$ cat src/rtl/spi_ram_master.sv
// SPI master for the SPI-slave/RAM wrapper: shifts a 10-bit {cmd,data} frame out MSB-first
// and, for read-data frames, collects the 8-bit reply from MISO. All outputs are registered.
module spi_ram_master #(
  parameter int RD_WAIT = 2,
  parameter int GAP     = 1
) (
  input  logic       clk,
  input  logic       rst,
  input  logic       start,
  input  logic [1:0] cmd,
  input  logic [7:0] data,
  output logic       busy,
  output logic       done,
  output logic [7:0] rd_data,
  output logic       rd_valid,
  output logic       MOSI,
  output logic       SS_n,
  input  logic       MISO
);

  typedef enum logic [2:0] {
    S_IDLE, S_SELECT, S_SHIFT, S_TURN, S_RECV, S_END, S_GAP
  } state_t;

  localparam logic [3:0] RDW_LAST = 4'(RD_WAIT - 1);
  localparam logic [3:0] GAP_LAST = 4'(GAP - 1);

  state_t     state_q, state_d;
  logic [9:0] frame_q, frame_d;
  logic [3:0] cnt_q, cnt_d;
  logic [7:0] shreg_q, shreg_d;
  logic [7:0] rd_data_q, rd_data_d;
  logic       mosi_q, mosi_d;
  logic       ss_n_q, ss_n_d;
  logic       busy_q, busy_d;
  logic       done_q, done_d;
  logic       rdv_q, rdv_d;
  logic       is_read;

  assign is_read = (frame_q[9:8] == 2'b11);

  always_ff @(posedge clk or posedge rst) begin
    if (rst) begin
      state_q   <= S_IDLE;
      frame_q   <= '0;
      cnt_q     <= '0;
      shreg_q   <= '0;
      rd_data_q <= '0;
      mosi_q    <= 1'b0;
      ss_n_q    <= 1'b1;
      busy_q    <= 1'b0;
      done_q    <= 1'b0;
      rdv_q     <= 1'b0;
    end else begin
      state_q   <= state_d;
      frame_q   <= frame_d;
      cnt_q     <= cnt_d;
      shreg_q   <= shreg_d;
      rd_data_q <= rd_data_d;
      mosi_q    <= mosi_d;
      ss_n_q    <= ss_n_d;
      busy_q    <= busy_d;
      done_q    <= done_d;
      rdv_q     <= rdv_d;
    end
  end

  always_comb begin
    state_d   = state_q;
    frame_d   = frame_q;
    cnt_d     = cnt_q;
    shreg_d   = shreg_q;
    rd_data_d = rd_data_q;
    done_d    = 1'b0;
    rdv_d     = 1'b0;
    mosi_d    = 1'b0;

    case (state_q)
      S_IDLE:   ;
      S_SELECT: begin
        state_d = S_SHIFT;
        cnt_d   = '0;
      end
      S_SHIFT: begin
        if (cnt_q == 4'd9) begin
          cnt_d   = '0;
          state_d = is_read ? S_TURN : S_END;
        end else cnt_d = cnt_q + 4'd1;
      end
      S_TURN: begin
        if (cnt_q == RDW_LAST) begin
          cnt_d   = '0;
          state_d = S_RECV;
        end else cnt_d = cnt_q + 4'd1;
      end
      S_RECV: begin
        if (cnt_q == 4'd7) begin
          cnt_d   = '0;
          state_d = S_END;
        end else cnt_d = cnt_q + 4'd1;
      end
      S_END: begin
        cnt_d   = '0;
        state_d = (GAP == 0) ? S_IDLE : S_GAP;
      end
      S_GAP: begin
        if (cnt_q == GAP_LAST) begin
          cnt_d   = '0;
          state_d = S_IDLE;
        end else cnt_d = cnt_q + 4'd1;
      end
      default: state_d = S_IDLE;
    endcase

    // A start is taken on any edge that would otherwise land in IDLE, so the
    // last GAP cycle (or END when GAP=0) can launch the next frame back-to-back.
    if (state_d == S_IDLE && start) begin
      state_d = S_SELECT;
      frame_d = {cmd, data};
    end

    // Outputs are derived from the next state so they register alongside it.
    ss_n_d = !(state_d inside {S_SELECT, S_SHIFT, S_TURN, S_RECV});
    busy_d = (state_d != S_IDLE);
    if (state_d == S_SELECT) mosi_d = frame_d[9];
    if (state_d == S_SHIFT)  mosi_d = frame_q[4'd9 - cnt_d];
    if (state_d == S_RECV)   shreg_d = {shreg_q[6:0], MISO};
    if (state_d == S_END) begin
      done_d = 1'b1;
      if (is_read) begin
        rd_data_d = shreg_q;
        rdv_d     = 1'b1;
      end
    end
  end

  assign busy     = busy_q;
  assign done     = done_q;
  assign rd_data  = rd_data_q;
  assign rd_valid = rdv_q;
  assign MOSI     = mosi_q;
  assign SS_n     = ss_n_q;

endmodule

$ cat config.mk
export PLATFORM = sky130hd
export DESIGN_NAME = spi_ram_master
export DESIGN_NICKNAME = d
export VERILOG_FILES = /design/src/rtl/spi_ram_master.sv
export SDC_FILE = /design/constraint.sdc
export NUM_CORES = 1
export LEC_CHECK = 0
export ABC_AREA = 1
export ABC_CLOCK_PERIOD_IN_PS = 2800
export BUFFER_PORTS_ARGS = -buffer_cell sky130_fd_sc_hd__buf_4
export CAP_MARGIN = 25
export CORE_AREA = 2 2 67 69
export CTS_BUF_LIST = sky130_fd_sc_hd__clkbuf_16
export CTS_CLUSTER_SIZE = 12
export DETAILED_ROUTE_END_ITERATION = 12
export DIE_AREA = 0 0 69 71
export GPL_TIMING_DRIVEN = 0
export MAX_ROUTING_LAYER = met4
export PLACE_DENSITY = 0.66
export SETUP_SLACK_MARGIN = 0.5
export SLEW_MARGIN = 0
export SYNTH_ARGS = -nofsm -noshare
export SYNTH_HDL_FRONTEND = slang
export SYNTH_SLANG_ARGS = --single-unit
$ cat constraint.sdc
create_clock -name clk -period 2.8 [get_ports clk]
set_input_delay 0.14 -clock clk [delete_from_list [all_inputs] [get_ports clk]]
set_output_delay 0.14 -clock clk [all_outputs]
set_load 0.05 [all_outputs]
==> qor.txt <==
Clock Skew: 0.00258 ns
initial core utilization: 47.2%
largest area contributor in the netlist: dfrtp_1
CP most frequent cell: nand2_1
Critical Path Fanout Max: 3
post-synthesis cell type count: 26
Max Cap Viol: 0
top cells by area, synth: dfrtp_1 (47%), nand2_1 (11%), inv_1 (6.2%)
top layer reached by signal wires: met4
final hold viol count: 0
Hold Crit Class: input pin to async pin
TritonRoute pass-1 iters: 4
Slew Limit Fails: 0
# diodes: 0
P_leak: 1.30 nW
# hold bufs at CTS: 0
slack of the critical path: 0.676 ns
largest net degree at the start of global routing: 39
Main synth FF type: dfrtp_1
synthesized instance count: 231
CTS max path bufs: 2
Worst VDD drop: 0.669 mV
relative slew slack: 49.0%
routed len/inst: 10.9 um
Avg Cell Area, Syn: 8.60 um2
Peak Freq: 0.471 GHz
crit path max-delay cell type: dfrtp_1
vias: 1,485
initial antenna violation count: 0
worst setup path class: register to register
CP delay by family, top: simple AND/OR/NAND/NOR gates
first-pass GRT wire length: 5940 um
DP HPWL: 2490 um
top post-synthesis cells by count: nand2_1 (58), dfrtp_1 (37), inv_1 (33)
Multi-input gate area: 880 um2
crit-path max cell delay: 0.38 ns
pwr dens: 1140 nW/um2
H-tree levels: 2
CTS tree: yes
Finish-stage setup viols: 0
routed wl met3: 140 um
Vias/cell: 4.63
number of port buffers: 26
Num CTS Buffers: 5
fin crit share: 75.9%
most frequent cell after synthesis: nand2_1
vias in the first global route: 1,381
routed wire length: 3480 um
Yosys Warn Count: 0
crit-path cells: inv_2, ha_4, nand2_2, nor2_4, nor2_1, nand3b_4, nor2_2, nor2_1, o21ai_2, ha_4, xor2_2, inv_1, nand3_1, nand2_1, nand2_1, nand2_1
register bit total from synthesis: 38
Placeable Area: 4200 um2
Synth-to-Final Area Change: 23.8%
met2 wire length: 1570 um
Die Y: 71 um
Syn Nets: 249
Worst-path clk slew: 0.06 ns
Post-synth EDFFs: 0
Synth top area share: 46.6%
CTS root buffer: clkbuf_16
routability cong.: 0.756
M1 WL: 1720 um
Die X: 69 um
fill count: 405
Clock Sink Count: 38
Die ar.: 4900 um2
Setup TNS Final: 0 ns
CP Capture Type: register
Net count, final: 286
DRC Markers: 0
minimum clock period: 2.12 ns
row cnt: 24
Place WS: 0.461 ns
FFs w/ async S/R, synth: 100%
CP startpoint kind: register
Synth Cell Area: 1990 um2
Tightest Pin Transition: 0.764 ns
crit path DAT: 2.29 ns
initial drt markers: 36
GR Util All Layers: 15.7%
I/O pin cnt: 27
WP data required: 2.96 ns
Reg area: 953 um2
sequential area share after synthesis: 48.0%
grt total ovfl: 0
layout cells sized above 1: 36.4%
antenna-violating nets left: 0
RSZ-0062 raised after global routing: false
outcome: completed
clk_lat worst skew: 0.28 ns
WP buf/inv: 2
[worst reg2reg max path: cells and delay by family (launching register included)]
family          cells  cell delay [ns]
compound gates      1             0.23
xor+xnor            1             0.14
fa+ha+maj           2             0.33
buf+inv             2             0.15
flops               1             0.38
simple gates       10             0.77
[cell type report]
cell class,count,area share [%]
Tap cell,52,2.65
Timing Repair Buffer,30,9.16
Multi-Input combinational cell,148,35.8
Inverter,42,6.47
Sequential cell,38,38.8
Clock inverter,3,0.662
Buffer,3,1.37
Clock buffer,5,5.09
[per-layer routing]
layer,GRT usage [%],vias up
met3,4.27,5
met5,-,-
li1,-,785
met1,21.2,670
met4,6.54,0
met2,22.3,25
[what timing repair did]
item                                    4_1_cts  5_1_grt
buffers inserted                              0        4
cloned                                        0        0
endpoints found under the setup margin        1       11
resized for setup                             1       10
pin swaps                                     0        3
[per-stage QoR]
stage               std cells  utilization, %  hold WS, ns  instance area (um2)  total power, mW
finish                    321            58.5      0.00774                 2460             2.81
floorplan                 231               -        0.257                 1990             1.87
global route              321            58.5       0.0617                 2460             3.06
CTS                       317            56.8       0.0421                 2390             2.69
detailed placement        309            53.4        0.340                 2250             2.14
global placement          309            53.4        0.343                 2250             2.13
[where the power goes]
group / internal (mW) / switching, mW / total, mW / leakage, nW
clock network: 0.325 / 0.213 / 0.538 / 0.0672
registers: 0.723 / 0.0956 / 0.819 / 0.492
logic: 0.545 / 0.909 / 1.45 / 0.743
[registers in the layout, summed over array words and instances (netlist names)]
name	cells
MOSI	1
SS_n	1
busy	1
cnt_q	4
done	1
frame_q	10
rd_data	8
rd_valid	1
shreg_q	8
state_q	3
[worst paths after layout]
check                      depth (start not counted)  slack, ns         end        from
setup / recovery                                  16       0.68        MOSI    cnt_q[1]
hold / removal                                     2      0.008  frame_q[8]         rst
setup reg to reg                                  16       0.68        MOSI    cnt_q[1]
hold reg to reg                                    2       0.46  frame_q[2]  frame_q[2]
max in group asynchronous                          2       2.27    cnt_q[0]         rst
min in group clk                                   3       0.06  frame_q[2]     data[2]
[cells by family after synthesis]
group	count (synthesis)	share of synthesized area, %
compound gates	30	11.2
simple gates	113	28.2
fa+ha+maj	4	2.52
flops	38	48.0
xor+xnor	1	0.441
buf+inv	45	9.70
[cell usage in the layout (no fill, tap or decap), types with 2 or more instances in the layout]
master,count
nand2_1,58
buf_4,30
ha_4,2
a21oi_2,4
ha_1,2
nor2_2,4
dfrtp_1,36
clkinv_2,2
nand2_2,12
inv_1,30
o21ai_1,4
o21ai_0,9
o21ai_2,12
nand3_2,3
nand2_4,2
nor2_1,12
clkbuf_16,5
inv_2,11
nand3_1,16
buf_6,3
Power figures use the tool's default switching activity.
